--- config.mk ---
export PLATFORM = sky130hd
export DESIGN_NAME = random_pulse_analyzer
export DESIGN_NICKNAME = d
export VERILOG_FILES = /design/src/rtl/random_pulse_analyzer.sv
export SDC_FILE = /design/constraint.sdc
export NUM_CORES = 1
export LEC_CHECK = 0
export CORE_MARGIN = 2
export CORE_UTILIZATION = 56
export CTS_BUF_LIST = sky130_fd_sc_hd__clkbuf_8 sky130_fd_sc_hd__clkbuf_16
export CTS_CLUSTER_SIZE = 16
export DETAILED_ROUTE_END_ITERATION = 12
export PLACE_DENSITY_LB_ADDON = 0.3
export SKIP_CTS_REPAIR_TIMING = 1
export SYNTH_ARGS = -nofsm -noshare
export SYNTH_HDL_FRONTEND = slang
export SYNTH_SLANG_ARGS = --single-unit
--- constraint.sdc ---
create_clock -name clk -period 3.6 [get_ports clk]
set_input_delay 0.36 -clock clk [delete_from_list [all_inputs] [get_ports clk]]
set_output_delay 0.36 -clock clk [all_outputs]
set_load 0.005 [all_outputs]
--- src/rtl/random_pulse_analyzer.sv ---
// Purpose : measures high-time and rising-edge period of an asynchronous pulse stream.
// Latency : SYNC_STAGES+1 clk from a pulse_in edge to its detection; a record appears
//           on meas_* one clk after the closing rising edge is detected.
// Backpressure: one-deep holding register; a record produced while the held one is
//           still unaccepted is dropped and the sticky overrun flag is set.
//
// Ports:
//   clk, rst                 clock, asynchronous active-high reset
//   en                       analyzer enable (low forces IDLE and zeroes the counters)
//   clr                      synchronous clear of pulse_count and overrun
//   pulse_in                 asynchronous pulse input
//   meas_valid / meas_ready  result record handshake
//   meas_width, meas_period  held record: high-time and period in clk cycles
//   pulse_count              8-bit wrapping count of rising edges seen while enabled
//   overrun                  sticky: at least one record was dropped
module random_pulse_analyzer #(
   parameter int CW          = 16,
   parameter int SYNC_STAGES = 2
) (
   input  logic          clk,
   input  logic          rst,
   input  logic          en,
   input  logic          clr,
   input  logic          pulse_in,
   output logic          meas_valid,
   input  logic          meas_ready,
   output logic [CW-1:0] meas_width,
   output logic [CW-1:0] meas_period,
   output logic [7:0]    pulse_count,
   output logic          overrun
);

   // Fewer than two flops would not give a usable synchronizer.
   localparam int SS = (SYNC_STAGES < 2) ? 2 : SYNC_STAGES;

   localparam logic [CW-1:0] CNT_MAX = {CW{1'b1}};
   localparam logic [CW-1:0] CNT_ONE = {{(CW-1){1'b0}}, 1'b1};

   typedef enum logic [1:0] {
      ST_IDLE = 2'd0,
      ST_HIGH = 2'd1,
      ST_LOW  = 2'd2
   } state_t;

   state_t        state;
   state_t        state_nxt;

   logic [SS-1:0] sync_q;
   logic          pulse_s;
   logic          pulse_s_d1;
   logic          rise;
   logic          fall;

   logic [CW-1:0] width_cnt;
   logic [CW-1:0] period_cnt;
   logic [CW-1:0] cap_width;

   logic          rec_gen;
   logic          rec_load;
   logic          rec_drop;
   logic          handshake;

   // ------------------------------------------------------------------
   // Input synchronizer and edge detection. The chain keeps running with
   // en low so that re-enabling does not see a stale level as an edge.
   // ------------------------------------------------------------------
   always_ff @(posedge clk or posedge rst) begin
      if (rst) begin
         sync_q     <= '0;
         pulse_s_d1 <= 1'b0;
      end else begin
         sync_q     <= {sync_q[SS-2:0], pulse_in};
         pulse_s_d1 <= pulse_s;
      end
   end

   assign pulse_s = sync_q[SS-1];
   assign rise    = pulse_s & ~pulse_s_d1;
   assign fall    = ~pulse_s & pulse_s_d1;

   // ------------------------------------------------------------------
   // Measurement FSM
   // ------------------------------------------------------------------
   always_ff @(posedge clk or posedge rst) begin
      if (rst) begin
         state <= ST_IDLE;
      end else begin
         state <= state_nxt;
      end
   end

   always_comb begin
      state_nxt = state;
      rec_gen   = 1'b0;
      if (!en) begin
         state_nxt = ST_IDLE;
      end else begin
         case (state)
            ST_IDLE: begin
               // First rising edge only arms the period measurement.
               if (rise) state_nxt = ST_HIGH;
            end
            ST_HIGH: begin
               if (fall) state_nxt = ST_LOW;
            end
            ST_LOW: begin
               if (rise) begin
                  state_nxt = ST_HIGH;
                  rec_gen   = 1'b1;
               end
            end
            default: state_nxt = ST_IDLE;
         endcase
      end
   end

   // ------------------------------------------------------------------
   // Width / period counters. A rise restarts both at 1 because the rise
   // cycle itself is the first cycle of the new pulse. Both saturate.
   // ------------------------------------------------------------------
   always_ff @(posedge clk or posedge rst) begin
      if (rst) begin
         width_cnt  <= '0;
         period_cnt <= '0;
      end else if (!en) begin
         width_cnt  <= '0;
         period_cnt <= '0;
      end else if (rise) begin
         width_cnt  <= CNT_ONE;
         period_cnt <= CNT_ONE;
      end else begin
         if (state == ST_HIGH && width_cnt != CNT_MAX) begin
            width_cnt <= width_cnt + CNT_ONE;
         end
         if ((state == ST_HIGH || state == ST_LOW) && period_cnt != CNT_MAX) begin
            period_cnt <= period_cnt + CNT_ONE;
         end
      end
   end

   // Width is frozen on the falling edge; the period is only known at the
   // next rise, so the pair is assembled there.
   always_ff @(posedge clk or posedge rst) begin
      if (rst) begin
         cap_width <= '0;
      end else if (en && state == ST_HIGH && fall) begin
         cap_width <= width_cnt;
      end
   end

   // ------------------------------------------------------------------
   // Output holding register. A handshake in the same cycle as a new
   // record frees the slot, so the new record is taken rather than dropped.
   // ------------------------------------------------------------------
   assign handshake = meas_valid & meas_ready;
   assign rec_load  = rec_gen & (~meas_valid | meas_ready);
   assign rec_drop  = rec_gen & meas_valid & ~meas_ready;

   always_ff @(posedge clk or posedge rst) begin
      if (rst) begin
         meas_valid  <= 1'b0;
         meas_width  <= '0;
         meas_period <= '0;
      end else if (rec_load) begin
         meas_valid  <= 1'b1;
         meas_width  <= cap_width;
         meas_period <= period_cnt;
      end else if (handshake) begin
         meas_valid  <= 1'b0;
      end
   end

   // A drop in the same cycle as clr still leaves overrun set, so the
   // loss is never hidden.
   always_ff @(posedge clk or posedge rst) begin
      if (rst) begin
         overrun <= 1'b0;
      end else if (rec_drop) begin
         overrun <= 1'b1;
      end else if (clr) begin
         overrun <= 1'b0;
      end
   end

   // clr together with a counted rise leaves the count at 1.
   always_ff @(posedge clk or posedge rst) begin
      if (rst) begin
         pulse_count <= 8'd0;
      end else if (clr) begin
         pulse_count <= (en && rise) ? 8'd1 : 8'd0;
      end else if (en && rise) begin
         pulse_count <= pulse_count + 8'd1;
      end
   end

endmodule

==> impl_metrics.tcl, run 1 <==
set metrics [dict create \
    synthFlopType "sky130_fd_sc_hd__dfrtp_1" \
    timing.critical_path.cells "clkdlybuf4s50_1, and3b_1, and3_1, buf_12, mux2_2" \
    critical_path.startpoint_type "input port" \
    drt_iter0_drc 133 \
    synthesized_instance_count 366 \
    cts.clk_slew.worst_paths_ps 80 \
    placementRows 32 \
    status "complete, no violations" \
    io_pins 48 \
    global_route.overflow_total 0 \
    power_report.internal_total_mw 1.50 \
    cts_htree_levels 3 \
    antenna_violating_nets_post_route 0 \
    maxSlewViolCount 0 \
    remaining_drc_errors 0 \
    final_net_count 425 \
    tightest_slew_ps 971 \
    synth_area_mm2 0.00432 \
    synth_seq_cells 95 \
    signed_area_change_from_the_synthesized_netlist_to_the_final_layout_pct 17.8 \
    detailroute.wirelength.met2_mm 3.54 \
    setup_repair_after_global_routing_missed_its_margin "no" \
    max-vdd-ir-drop_mv 0.224 \
    cts_bufs_inserted 9 \
    combinationalPowerShare 0.059 \
    latest_clock_arrival_within_the_worst_skew_pair_ps 350 \
    fp.dieH_um 91.9 \
    synthesis.nets 379 \
    clock_tree.buffer_depth 2 \
    ys_types 56 \
    wire_length_of_the_first_global_routing_pass_mm 13.8 \
    max_freq_mhz 434 \
    synth.yosys.seq_area_share 0.550 \
    grt_max_degree 57 \
    initial_core_util 0.568 \
    path_buf_inv 2 \
    met1_routed_length_mm 3.74 \
    power_density_mw_per_mm2 378 \
    area_used_by_multi_input_combinational_logic_mm2 0.00183 \
    routed_met3_length_um 332 \
    period_minus_slack_ps 2310 \
    fraction_of_final_layout_cells_sized_beyond_drive_strength_1 0.173 \
    detail_route.wl_per_cell_um 14.9 \
    setup-tns-final_ps 0 \
    timing.critical_path.max_delay_family "simple AND/OR/NAND/NOR gates" \
    synth-warning-count 0 \
    timing.reg2reg.setup_slack_ps 1390 \
    crit_fanout 20 \
    fin_crit_sh 0.641 \
    portBuffers 47 \
    filler_cell_count 568 \
    sw_frac 0.222 \
    critPathLaunch "en" \
    critPathArrivalTime_ps 2540 \
    worst-endpoint-required_ps 3830 \
    drtPass1Iterations 4 \
    route.vias.total 3003 \
    clk_root_buffer_cell "sky130_fd_sc_hd__clkbuf_8" \
    highest-signal-layer "met4" \
    grt_pass1_vias 2900 \
    route.detailed.vias_per_inst 5.79 \
    detailed_placement_hpwl_mm 5.37 \
    grt_antenna_before_repair 0 \
    sequential_cell_area_mm2 0.00238 \
    finalCoreUtilization 0.669 \
    synth-edff-count 0 \
    finalHoldViolations 0 \
    slew-limit-headroom 0.351 \
    antenna_cells_inserted 0 \
    cp-end-kind "flip-flop" \
    holdWs_ps 369 \
    finalClockSkew_ps 14.1 \
    share_clk_of_total_power 0.372 \
    seqPwrFrac 0.569 \
    worst_path_largest_cell_delay_ps 660 \
    track_usage 0.204 \
    total_leakage_power_nw 2.21 \
    tritoncts "built" \
    crit_slowest_cell "sky130_fd_sc_hd__and3_1" \
    synth_async_sr_flop_share 1.00 \
    dieWidth_um 91.9 \
    totalWireLength_mm 7.73 \
    dieArea_mm2 0.00844 \
    critPathKind "input port to flip-flop" \
    fp.coreArea_mm2 0.00761 \
    gp_congestion 0.800 \
    r2r-start "period_cnt[0]$_DFFE_PP0P_" \
    synth_area_per_cell_um2 11.8 \
    switching_power_mw 0.426 \
    min_path_type "flip-flop to flip-flop" \
    setup-violations-final 0 \
    cts_sinks 95 \
    min_delay_startpoint "sync_q[0]$_DFF_PP0_" \
    max_cap_violation_count 0 \
]
-- worst paths after layout --
check                                             end  cells after the start
setup / recovery           meas_period[0]$_DFFE_PP0P_                      5
hold / removal                    sync_q[1]$_DFF_PP0_                      0
setup reg to reg            period_cnt[1]$_DFFE_PP0P_                      5
hold reg to reg                   sync_q[1]$_DFF_PP0_                      0
max in group asynchronous    cap_width[9]$_DFFE_PP0P_                      3
min in group asynchronous  pulse_count[0]$_DFFE_PP0P_                      2
-- state kept, by name, summed over array words and instances (netlist names) --
register,flops
sync_q,2
pulse_s_d1,1
pulse_count,8
meas_valid,1
meas_period,16
cap_width,16
width_cnt,16
meas_width,16
overrun,1
state,2
period_cnt,16
-- cells in the mapped netlist, types with 2 or more instances --
master,instances,area (µm²)
sky130_fd_sc_hd__nand3b_1,2,15.0
sky130_fd_sc_hd__nand4_1,9,56.3
sky130_fd_sc_hd__xor2_1,6,52.6
sky130_fd_sc_hd__ha_1,7,87.6
sky130_fd_sc_hd__nand3_1,15,75.1
sky130_fd_sc_hd__mux2_2,39,439
sky130_fd_sc_hd__and4_1,3,26.3
sky130_fd_sc_hd__nor2b_1,2,12.5
sky130_fd_sc_hd__o41ai_4,2,55.1
sky130_fd_sc_hd__inv_1,9,33.8
sky130_fd_sc_hd__nor4_1,5,31.3
sky130_fd_sc_hd__o21ai_1,7,35.0
sky130_fd_sc_hd__or4_1,8,60.1
sky130_fd_sc_hd__a21oi_1,25,125
sky130_fd_sc_hd__o41ai_1,5,43.8
sky130_fd_sc_hd__o31ai_1,8,60.1
sky130_fd_sc_hd__o311ai_0,2,17.5
sky130_fd_sc_hd__buf_2,3,15.0
sky130_fd_sc_hd__buf_4,3,22.5
sky130_fd_sc_hd__mux2_1,5,56.3
sky130_fd_sc_hd__or4b_1,2,20.0
sky130_fd_sc_hd__xnor2_1,4,35.0
sky130_fd_sc_hd__o21ai_0,9,45.0
sky130_fd_sc_hd__mux2i_1,2,20.0
sky130_fd_sc_hd__dfrtp_1,95,2380
sky130_fd_sc_hd__a21boi_1,2,15.0
sky130_fd_sc_hd__nor3_1,4,20.0
sky130_fd_sc_hd__o2111ai_1,2,17.5
sky130_fd_sc_hd__or3_1,6,37.5
sky130_fd_sc_hd__nand2b_1,4,25.0
sky130_fd_sc_hd__or3_2,4,30.0
sky130_fd_sc_hd__nor2_1,10,37.5
sky130_fd_sc_hd__and3_1,4,25.0
sky130_fd_sc_hd__nand2_1,24,90.1
sky130_fd_sc_hd__clkbuf_1,8,30.0
-- area by class of cell --
cell class | instances | share of cell area
clock buffers | 12 | 0.0324
clock inverters | 4 | 0.00860
inverters | 10 | 0.00762
multi-input cells | 245 | 0.359
flip-flops and latches | 95 | 0.467
well taps | 102 | 0.0251
repair buffers | 51 | 0.101
-- logic make-up (layout without fill, tap and decap cells) --
logic type | count (synthesis) | count (layout) | share of synthesized area
AOI/OAI and AO/OA | 69 | 69 | 0.109
DFF | 95 | 95 | 0.550
adders and majority gates | 7 | 7 | 0.0203
muxes | 46 | 46 | 0.119
xor gates and xnor gates | 10 | 10 | 0.0203
buffers and inverters | 26 | 77 | 0.0278
and+or+nand+nor | 113 | 113 | 0.154
-- cell usage in the layout (no fill, tap or decap), types with 3 or more instances in the layout --
cell type                         count
sky130_fd_sc_hd__clkinv_2             3
sky130_fd_sc_hd__o21ai_0              9
sky130_fd_sc_hd__nor3_1               4
sky130_fd_sc_hd__clkdlybuf4s50_1     47
sky130_fd_sc_hd__o21ai_1              7
sky130_fd_sc_hd__mux2_2              39
sky130_fd_sc_hd__a21oi_1             25
sky130_fd_sc_hd__or4_1                8
sky130_fd_sc_hd__nor4_1               5
sky130_fd_sc_hd__or3_2                4
sky130_fd_sc_hd__nand2b_1             4
sky130_fd_sc_hd__inv_1                9
sky130_fd_sc_hd__nor2_1              10
sky130_fd_sc_hd__nand4_1              9
sky130_fd_sc_hd__o41ai_1              5
sky130_fd_sc_hd__or3_1                6
sky130_fd_sc_hd__nand3_1             15
sky130_fd_sc_hd__and3_1               4
sky130_fd_sc_hd__buf_4                3
sky130_fd_sc_hd__xor2_1               6
sky130_fd_sc_hd__ha_1                 7
sky130_fd_sc_hd__nand2_1             24
sky130_fd_sc_hd__mux2_1               5
sky130_fd_sc_hd__o31ai_1              8
sky130_fd_sc_hd__clkbuf_8            12
sky130_fd_sc_hd__dfrtp_1             95
sky130_fd_sc_hd__xnor2_1              4
sky130_fd_sc_hd__and4_1               3
-- power by group through the flow --
| stage | clock [mW] | sequential, mW | combinational [mW] |
|---|---|---|---|
| 3_3_place_gp | 0 | 1.12 | 0.112 |
| 2_1_floorplan | 0 | 1.11 | 0.0854 |
| 4_1_cts | 0.733 | 1.10 | 0.116 |
| 3_5_place_dp | 0 | 1.12 | 0.115 |
| 5_1_grt | 0.781 | 1.10 | 0.130 |
| 6_report | 0.715 | 1.09 | 0.114 |
-- stage by stage --
stage / instance area (µm²) / worst slack (ps) / cells / power, mW
CTS: 5090 / 1270 / 519 / 1.94
global placement: 4880 / 974 / 503 / 1.23
floorplan: 4320 / 763 / 366 / 1.20
global route: 5090 / 1130 / 519 / 2.01
detailed placement: 4880 / 864 / 503 / 1.23
finish: 5090 / 1290 / 519 / 1.92
-- metal layers --
layer | vias up | global-route usage
met3 | 8 | 0.0362
met5 | - | 0
li1 | 1445 | -
met4 | 0 | 0.0821
met2 | 66 | 0.310
met1 | 1484 | 0.293
No activity file was read; power rests on OpenSTA's default activity.
==> run 2, diff against run 1 <==
- CORE_UTILIZATION: 56 -> 51
- clock period: 3.6 -> 2.1 ns (I/O delays scaled with it)
==> run 2 against run 1 <==
  * Sequential power is 72% higher
  * Flip-flop and latch count did not move
  * Power up 79%
  * Sequential share of layout area fell by 1.1 points
  * Register-to-register slack worse by 1200 ps
  * Via count increased by 3.7%
  * Highest routed layer unchanged
  * Combinational power increased by 100%
  * Cell area increased by 2.5%
  * Largest power group unchanged
  * Die area increased by 9.4%
  * Routed wire length rose by 8.1%
==> impl_metrics.tcl, run 2 (same netlist as run 1, synthesis figures left out) <==
set metrics [dict create \
    status "complete, no violations" \
    setup-tns-final_ps 0 \
    dieWidth_um 96.1 \
    max_cap_violation_count 0 \
    worst_path_largest_cell_delay_ps 470 \
    drtPass1Iterations 4 \
    placementRows 33 \
    remaining_drc_errors 0 \
    critical_path.startpoint_type "flip-flop" \
    crit_fanout 4 \
    power_density_mw_per_mm2 661 \
    layout_setup_ws_ps 168 \
    fin_crit_sh 0.920 \
    clk_root_buffer_cell "sky130_fd_sc_hd__clkbuf_8" \
    global_route.overflow_total 0 \
    gp_congestion 0.841 \
    setup_repair_after_global_routing_missed_its_margin "no" \
    wire_length_of_the_first_global_routing_pass_mm 14.4 \
    holdWs_ps 328 \
    critPathArrivalTime_ps 2230 \
    final_net_count 436 \
    fp.dieH_um 96.1 \
    filler_cell_count 656 \
    io_pins 48 \
    antenna_violating_nets_post_route 0 \
    total_leakage_power_nw 2.27 \
    cts_sinks 95 \
    initial_core_util 0.526 \
    slew-limit-headroom 0.668 \
    tritoncts "built" \
    totalWireLength_mm 8.35 \
    max_freq_mhz 518 \
    critPathKind "flip-flop to flip-flop" \
    cp-end-kind "flip-flop" \
    min_path_type "input port to async pin" \
    timing.critical_path.cells "inv_1, ha_1, nand3_1, nor4_1, or4b_1, a21oi_1" \
    period_minus_slack_ps 1930 \
    layout_common_cells "95 x sky130_fd_sc_hd__dfrtp_1, 47 x sky130_fd_sc_hd__clkdlybuf4s50_1, 39 x sky130_fd_sc_hd__mux2_2, 25 x sky130_fd_sc_hd__a21oi_1, 24 x sky130_fd_sc_hd__nand2_1" \
    antenna_cells_inserted 0 \
    finalHoldViolations 0 \
    latest_clock_arrival_within_the_worst_skew_pair_ps 360 \
    worst-endpoint-required_ps 2400 \
    portBuffers 47 \
    cts_htree_levels 3 \
    grt_max_degree 96 \
    detailed_placement_hpwl_mm 5.47 \
    clock_tree.buffer_depth 2 \
    fraction_of_final_layout_cells_sized_beyond_drive_strength_1 0.194 \
    dieArea_mm2 0.00923 \
    setup-violations-final 0 \
    signed_area_change_from_the_synthesized_netlist_to_the_final_layout_pct 20.7 \
    fp.coreArea_mm2 0.00822 \
    grt_pass1_vias 2963 \
    max-vdd-ir-drop_mv 0.368 \
    totalPowerFinal_mw 3.45 \
    detail_route.wl_per_cell_um 15.7 \
    drt_iter0_drc 229 \
    finalClockSkew_ps 10.4 \
    cts.clk_slew.worst_paths_ps 90 \
    route.vias.total 3115 \
    crit_slowest_cell "sky130_fd_sc_hd__or4b_1" \
    detailedPlace.worstSlack_ps 187 \
    grt_antenna_before_repair 0 \
    cts_bufs_inserted 9 \
    maxSlewViolCount 0 \
    track_usage 0.202 \
    tightest_slew_ps 499 \
    mostFrequentLayoutCell "sky130_fd_sc_hd__dfrtp_1" \
    route.detailed.vias_per_inst 5.84 \
]
run 2: critical path: cells and delay by family (launching register included):
| kind | cells | cell delay [ps] |
|---|---|---|
| AO/OA/AOI/OAI | 1 | 160 |
| flip-flops | 1 | 420 |
| buffers and inverters | 1 | 100 |
| adder cells (fa/ha/maj) | 1 | 380 |
| AND/OR/NAND/NOR | 3 | 810 |
run 2: path summary, 6_finish.rpt:
check | from | to | slack, ps | depth (start not counted)
max in group asynchronous | rst | meas_width[3]$_DFFE_PP0P_ | 1380 | 3
min reg2reg | sync_q[0]$_DFF_PP0_ | sync_q[1]$_DFF_PP0_ | 370 | 0
max reg2reg | state[0]$_DFFE_PP0P_ | period_cnt[15]$_DFFE_PP0P_ | 170 | 6
min in group clk | pulse_in | sync_q[0]$_DFF_PP0_ | 340 | 1
min | rst | meas_width[11]$_DFFE_PP0P_ | 330 | 3
max | state[0]$_DFFE_PP0P_ | period_cnt[15]$_DFFE_PP0P_ | 170 | 6
run 2: routing by layer:
metal  routed length [µm]  global-route usage  up-vias
li1                     -                   -     1466
met2                 3840               0.295       71
met1                 3990               0.293     1563
met5                    0                   0        -
met3                  336              0.0376       15
met4                  185              0.0940        0
run 2: power breakdown:
part | internal [mW] | switching [mW]
clock network | 0.736 | 0.614
logic | 0.0962 | 0.133
registers | 1.85 | 0.0209
total | 2.68 | 0.767
run 2: layout make-up:
type	instances	area, µm²	share of cell area
sequential	95	2380	0.456
multi-input combinational	245	1830	0.350
timing repair buffer	62	608	0.117
clock buffer	11	151	0.0290
tap	105	131	0.0252
clock inverter	5	81.3	0.0156
inverter	10	41.3	0.00791
run 2: stage by stage:
step,cell area (µm²),utilization,cells
floorplan,4330,-,366
global placement,4980,0.607,517
detailed placement,4980,0.607,517
CTS,5220,0.635,533
global route,5220,0.635,533
finish,5220,0.635,533
==> run 3, diff against run 2 <==
- CTS_CLUSTER_SIZE: 16 -> 30
- HOLD_SLACK_MARGIN: not set -> 0.1
==> results of run 3 <==
Same layout as run 2: the final DEF is identical, and so are final timing and power.
